--- src/rtl/reaction_timer_core.sv ---
// reaction_timer_core
//
// Control core for the reaction-timer demo. After a start press it waits a
// randomised hold-off (MIN_DELAY_MS plus a random 0..2^RAND_BITS-1 ms), lights
// the stimulus LED and counts milliseconds until the stop press. The outcome is
// a valid result, an early press (cheat) or a timeout.
//
// Optional feature macro: REACTION_BEST_EN
//   defined   -> best_ms tracks the minimum valid result since reset
//   undefined -> best_ms is tied to all-ones, no register or comparator built
//
// Ports:
//   clk          system clock
//   reset        synchronous, active-high reset
//   ms_tick      one-clk pulse per millisecond
//   start_btn    debounced start button (level)
//   stop_btn     debounced reaction button (level)
//   stim_led     stimulus LED, high while measuring
//   busy         high while arming or measuring
//   result_ms    latched reaction time in ms
//   result_valid result_ms holds a genuine measurement
//   early        stop pressed before the stimulus
//   timeout      no press within TIMEOUT_MS
//   best_ms      best (minimum) valid result

module reaction_timer_core #(
    parameter int unsigned MIN_DELAY_MS = 1000,
    parameter int unsigned RAND_BITS    = 11,
    parameter int unsigned TIMEOUT_MS   = 9999,
    parameter int unsigned CNT_W        = 14
) (
    input  logic             clk,
    input  logic             reset,
    input  logic             ms_tick,
    input  logic             start_btn,
    input  logic             stop_btn,
    output logic             stim_led,
    output logic             busy,
    output logic [CNT_W-1:0] result_ms,
    output logic             result_valid,
    output logic             early,
    output logic             timeout,
    output logic [CNT_W-1:0] best_ms
);

    localparam logic [CNT_W-1:0] MinDelay   = CNT_W'(MIN_DELAY_MS);
    localparam logic [CNT_W-1:0] TimeoutVal = CNT_W'(TIMEOUT_MS);
    localparam logic [CNT_W-1:0] TimeoutM1  = CNT_W'(TIMEOUT_MS - 1);
    localparam logic [CNT_W-1:0] CntOne     = CNT_W'(1);

    typedef enum logic [2:0] {
        StIdle,
        StArm,
        StGo,
        StDone,
        StEarly,
        StTout
    } stateT;

    stateT            state;
    logic [15:0]      lfsr;
    logic             startPrev;
    logic             stopPrev;
    logic [CNT_W-1:0] delayCnt;
    logic [CNT_W-1:0] reactCnt;

    logic             lfsrFb;
    logic             startEdge;
    logic             stopEdge;
    logic [CNT_W-1:0] randPart;

    // Taps 16,14,13,11; the non-zero seed keeps it out of the lock-up state.
    assign lfsrFb    = lfsr[15] ^ lfsr[13] ^ lfsr[12] ^ lfsr[10];
    // Previous-value registers reset high so a button held through reset is
    // not seen as a press.
    assign startEdge = start_btn & ~startPrev;
    assign stopEdge  = stop_btn & ~stopPrev;
    assign randPart  = CNT_W'(lfsr[RAND_BITS-1:0]);

    always_ff @(posedge clk) begin
        if (reset) begin
            state        <= StIdle;
            lfsr         <= 16'hACE1;
            startPrev    <= 1'b1;
            stopPrev     <= 1'b1;
            delayCnt     <= '0;
            reactCnt     <= '0;
            stim_led     <= 1'b0;
            busy         <= 1'b0;
            result_ms    <= '0;
            result_valid <= 1'b0;
            early        <= 1'b0;
            timeout      <= 1'b0;
        end else begin
            lfsr      <= {lfsr[14:0], lfsrFb};
            startPrev <= start_btn;
            stopPrev  <= stop_btn;

            case (state)
                StIdle, StDone, StEarly, StTout: begin
                    // A stop edge coinciding with start is simply dropped.
                    if (startEdge) begin
                        delayCnt     <= MinDelay + randPart;
                        result_ms    <= '0;
                        result_valid <= 1'b0;
                        early        <= 1'b0;
                        timeout      <= 1'b0;
                        busy         <= 1'b1;
                        state        <= StArm;
                    end
                end

                StArm: begin
                    // Stop has priority over the final hold-off tick.
                    if (stopEdge) begin
                        early     <= 1'b1;
                        result_ms <= '0;
                        busy      <= 1'b0;
                        state     <= StEarly;
                    end else if (ms_tick) begin
                        if (delayCnt == CntOne) begin
                            reactCnt <= '0;
                            stim_led <= 1'b1;
                            state    <= StGo;
                        end else begin
                            delayCnt <= delayCnt - CntOne;
                        end
                    end
                end

                StGo: begin
                    // Stop has priority; a coincident tick is not counted.
                    if (stopEdge) begin
                        result_ms    <= reactCnt;
                        result_valid <= 1'b1;
                        stim_led     <= 1'b0;
                        busy         <= 1'b0;
                        state        <= StDone;
                    end else if (ms_tick) begin
                        if (reactCnt == TimeoutM1) begin
                            timeout      <= 1'b1;
                            result_ms    <= TimeoutVal;
                            result_valid <= 1'b0;
                            stim_led     <= 1'b0;
                            busy         <= 1'b0;
                            state        <= StTout;
                        end else begin
                            reactCnt <= reactCnt + CntOne;
                        end
                    end
                end

                default: begin
                    stim_led <= 1'b0;
                    busy     <= 1'b0;
                    state    <= StIdle;
                end
            endcase
        end
    end

`ifdef REACTION_BEST_EN
    logic [CNT_W-1:0] bestQ;

    // Updated only on entry to DONE; early and timeout outcomes never count.
    always_ff @(posedge clk) begin
        if (reset) begin
            bestQ <= '1;
        end else if ((state == StGo) && stopEdge && (reactCnt < bestQ)) begin
            bestQ <= reactCnt;
        end
    end

    assign best_ms = bestQ;
`else
    assign best_ms = '1;
`endif

endmodule

--- config.mk ---
export PLATFORM = sky130hd
export DESIGN_NAME = reaction_timer_core
export DESIGN_NICKNAME = d
export VERILOG_FILES = /design/src/rtl/reaction_timer_core.sv
export SDC_FILE = /design/constraint.sdc
export NUM_CORES = 1
export LEC_CHECK = 0
export CORE_ASPECT_RATIO = 2
export CORE_MARGIN = 1.5
export CORE_UTILIZATION = 30
export DETAILED_ROUTE_END_ITERATION = 6
export GPL_TIMING_DRIVEN = 0
export SLEW_MARGIN = 40
export SYNTH_ARGS = -nofsm -noshare
export SYNTH_HDL_FRONTEND = slang
export SYNTH_SLANG_ARGS = --single-unit
--- constraint.sdc ---
create_clock -name clk -period 2.8 [get_ports clk]
set_input_delay 0.28 -clock clk [delete_from_list [all_inputs] [get_ports clk]]
set_output_delay 0.28 -clock clk [all_outputs]
set_load 0.02 [all_outputs]
* Word-level counts from Yosys, hierarchy flattened *
Index checks and enable logic that the tools add are counted.

storage, ports and cells
  flip-flop bits (word level) = 68
  bits in latches = 0
  bits in writable memories = 0
  memory bits (read-only) = 0
  input bits = 5
  output and inout bits = 33
  logic and storage cells = 104
  memories kept = 0

cells by class
  add/subtract/negate cells = 3
  multipliers = 0
  divide/modulo/power cells = 0
  magnitude comparators = 0
  eq/ne operators = 21
  shift operators = 0
  mux-type cells = 45
  bitwise gates (word level) = 8
  reductions and logical operators = 15

operators by type and width
  operator                count
  $mux 14                 15
  $pmux 14 s2             2
  $pmux 14 s3             1
  $mux 3                  7
  $ne 2x2->1 const B      10
  $reduce_and 5->1        4
  $add 14x1->14 const B   1
  $eq 14x1->1 const B     1
  $eq 14x14->1 const B    1
  $mux 1                  14
  $sub 14x1->14 const B   1
  $add 10x11->12 const A  1
  $ne 3x3->1 const B      4
  $pmux 3 s3              1
  $reduce_and 4->1        2
  $reduce_and 7->1        1
  $eq 3x2->1 const B      2
  $eq 3x3->1 const B      2
  $pmux 1 s2              3
  $pmux 1 s3              2
  $reduce_and 6->1        1
  $reduce_bool 2->1       3
  $reduce_or 4->1         1
  $eq 3x1->1 const B      1
  other kinds (6)         11

* Longest topological paths before layout *
  word-level depth = 5
  gate-level depth with buffers = 8
  depth with buffers taken out = 7

* Worst setup path before layout *
No wires, ideal clock.

  path type = register -> register
  start = reg reactCnt[1]
  end = reg result_ms[0]
  library setup time = 0.072 ns
  arrival = 2.026 ns
  required time = 2.728 ns
  setup slack = 0.702 ns
  stages on the path, launching flop included = 8
  path buffers = 1
  clock period less this slack = 2.098 ns
  path through = dfxtp_1 > ha_1 > or4bb_4 > nor4_4 > a2bb2oi_2 > and3_1 > buf_6 > mux2i_1

between the ends
  word-level cells in the longest chain between the ends = 3

RTL lines
  what                        RTL line  text
  start, declared             65        logic [CNT_W-1:0] reactCnt;
  start signal, assigned      148       reactCnt <= reactCnt + CntOne;
  $eq 14x14->1                140       if (reactCnt == TimeoutM1) begin
  $ne 3x3->1 (no line)        --
  $reduce_and 5->1 (no line)  --
  end signal, assigned        134       result_ms <= reactCnt;
  end signal, assigned        142       result_ms <= TimeoutVal;
  end, declared               39        output logic [CNT_W-1:0] result_ms,

No other way between the ends.
A chain may end at the register's enable or synchronous reset.

* Worst setup path in the final report *
Ends and elaborated chain as after synthesis.

==> out/qor.yml <==
timing:
  setup_viol: 0
  worst_slew_pin_slew_ns: 0.744
  slew_headroom: 0.500
  postLayoutSetupSlackWorst_ns: 0.278
  drv_slew: 0
  finalCriticalPeriod_ns: 2.52
  fmax_mhz: 397
  tns_ns: 0
  fin_skew_ns: 0.00744
  finalCritPeriodShare: 0.901
  rsz0062_at_grt: "false"
  hold_ws_ns: 0.411
  final_hold_viol_count: 0
placement:
  dpl_worst_slack_ns: 0.338
  place.gp.congestion: 0.841
  placed_area_um2: 3760
  dpl.hpwl_mm: 6.70
  numPortBuffers: 23
clock_network:
  post_cts.repair.setup_buffers: 0
  htree_levels: 3
  clock-sinks: 68
  cts.root.buffer_cell: "clkbuf_16"
  clkLatencyLatePin_ns: 0.34
  cts_resized: 0
  cts_tree: "built"
  clk_pin_slew_ns: 0.06
  cts-hold-fix-buffers: 0
  cts_buffers: 9
  clk_path_buf_depth: 2
floorplanning:
  num_rows: 54
  io_pins: 38
  initial_core_util: 0.305
  dieArea_um2: 11700
  die_w_um: 77.1
  core_area_um2: 10800
  die_h_um: 151
pwr:
  irDropWorstVdd_v: 0.000397
  power.leakage_uw: 0.00148
  p_int_uw: 2610
  p_sw_uw: 1280
  power_density_nw_per_um2: 937
  seq_power_share: 0.326
  clockPowerShare: 0.385
  swShare: 0.328
  combinationalPowerShare: 0.289
setup_path:
  cp_top_family: "simple AND/OR/NAND/NOR gates"
  worstSetupStartpointType: "flip-flop"
  cp-end-kind: "flip-flop"
  cpPeakStageDelay_ns: 0.57
  r2r_cells: 7
  critPathMaxFanout: 8
  rr_endpoint: "result_ms[0]"
  cp_num_buf_inv: 1
  cp.arrival_ns: 2.78
  worstPathRequired_ns: 3.06
  r2r_setup_slack_ns: 0.28
  crit_type: "reg -> reg"
  critical_path.slowest_cell: "or4bb_4"
  cp_cell_sequence: "ha_1 -> or4bb_4 -> nor4_4 -> a2bb2oi_2 -> and3_1 -> buf_6 -> mux2i_1"
  regToRegStartpoint: "reactCnt[1]"
hold_path:
  hold_end: "lfsr[15]"
  whs_path_depth: 1
  hp-class: "reg -> reg"
  worstHoldStart: "lfsr[14]"
finish:
  fin_nets: 431
  layout-drive-gt1-share: 0.138
  diodes: 0
  final_area_um2: 4150
  area_delta_synth_final_pct: 26.0
  postLayoutCoreUtil: 0.384
  fillers: 1120
route:
  met1Wirelength_mm: 3.13
  drt_first_pass_iters: 5
  dr.first_iter.drc_count: 110
  final_antenna_net_count: 0
  viasPerCell: 5.13
  top_layer: "met4"
  wire_per_inst_um: 15.7
  vias: 2905
  drc: 0
  finalWirelength_mm: 8.89
  wl_met3_um: 281
  wl_met2_mm: 4.97
logic_synthesis:
  synth_cell_types: 61
  synth.area.top_cells: "dfxtp_1 41%, xnor2_1 4.8%, o21ai_0 3.9%"
  synth_top_area_cell: "dfxtp_1"
  syn_area_um2: 3300
  synthTopCellsByCount: "68 x dfxtp_1, 32 x nand2_1, 27 x nor2_1"
  ys.flop_type: "dfxtp_1"
  syn-instance-count: 374
  synthArstFlopShare: 0
  ys_ff_latch: 68
  synth.most_common_cell: "dfxtp_1"
  netlist.area_leader.share: 0.413
  synth_enable_flop_cells: 0
  ys_seq_area_frac: 0.413
  syn_avg_cell_area_um2: 8.81
  yosysWarningCount: 0
grt:
  first_global_vias: 3033
  grt_util_all_layers: 0.161
  grt_overflow_total: 0
  grt_max_degree: 13
  antenna_found_initial: 0
  grt_pass1_wl_mm: 14.4
run_status:
  status: "finished clean"
job:
  drv_cap: 0
-- worst max-delay path by stage --
stage	endpoint	startpoint	slack, ns	cells past startpoint
after floorplan	result_ms[0]	reactCnt[1]	0.70	7
after global placement	result_ms[2]	reactCnt[1]	0.34	7
after detailed placement	delayCnt[9]	start_btn	0.34	7
after CTS	result_ms[9]	reactCnt[0]	0.29	8
after global routing	result_ms[2]	reactCnt[0]	0.15	8
final	result_ms[0]	reactCnt[1]	0.28	7
-- power by group through the flow --
stage / Combinational [uW] / Clock (uW) / Sequential [uW]
floorplan: 783 / 0 / 1270
global placement: 1080 / 0 / 1270
detailed placement: 1100 / 0 / 1280
CTS: 1110 / 1520 / 1260
global route: 1220 / 1560 / 1280
finish: 1120 / 1500 / 1270
-- layout by cell type, fill, tap and decap left out, drive strengths merged, types with 3 or more instances in the layout --
| cell type | synthesis | layout |
|---|---|---|
| or4 | 3 | 3 |
| xor2 | 4 | 4 |
| buf | 18 | 18 |
| inv | 10 | 10 |
| nor2 | 27 | 27 |
| ha | 5 | 5 |
| a211oi | 5 | 5 |
| mux2i | 8 | 8 |
| o31ai | 3 | 3 |
| bufinv | 0 | 5 |
| dfxtp | 68 | 68 |
| o21ai | 26 | 26 |
| clkbuf | 13 | 23 |
| nor4 | 8 | 8 |
| nand4 | 3 | 3 |
| a22o | 7 | 7 |
| nor2b | 12 | 12 |
| a21oi | 20 | 20 |
| nand3 | 10 | 10 |
| nand2 | 32 | 32 |
| conb | 1 | 14 |
| a31oi | 3 | 3 |
| clkdlybuf4s50 | 0 | 23 |
| o211ai | 3 | 3 |
| nor3 | 16 | 16 |
| or2 | 11 | 11 |
| nand2b | 6 | 6 |
| nor3b | 5 | 5 |
| xnor2 | 18 | 18 |
-- cell families (layout without fill, tap and decap cells) --
| kind of cell | count (synthesis) | count (layout) | share of synthesized area |
|---|---|---|---|
| compound gates | 88 | 88 | 0.177 |
| xor+xnor | 22 | 22 | 0.0585 |
| mux | 8 | 8 | 0.0243 |
| flops | 68 | 68 | 0.413 |
| fa+ha+maj | 6 | 6 | 0.0220 |
| buf+inv | 41 | 80 | 0.0657 |
| other cells | 1 | 14 | 0.00114 |
| simple gates | 140 | 140 | 0.238 |
-- flip-flops by register name, summed over array words and instances (netlist names), 3 cells and up --
name and flops:
result_ms 14, state 3, delayCnt 14, reactCnt 14, lfsr 16
-- stage by stage --
step                      total power [uW]  std cells
after detailed placement              2380        550
after CTS                             3900        566
final                                 3890        566
after global routing                  4070        566
after floorplan                       2050        387
after global placement                2350        550
-- per-layer routing --
metal / GRT usage / vias to the layer above
li1: - / 1397
met1: 0.138 / 1397
met2: 0.313 / 80
met3: 0.0319 / 31
met4: 0.129 / 0
met5: 0 / -
-- area by class of cell --
cell class | count | area, um2 | area share
Buffer | 31 | 179 | 0.0431
Clock inverter | 6 | 159 | 0.0383
Timing Repair Buffer | 23 | 230 | 0.0554
Sequential cell | 68 | 1360 | 0.328
Inverter | 10 | 37.5 | 0.00904
Tap cell | 140 | 175 | 0.0422
Multi-Input combinational cell | 278 | 1770 | 0.427
Clock buffer | 10 | 239 | 0.0575
(Power assumes the default switching activity.)
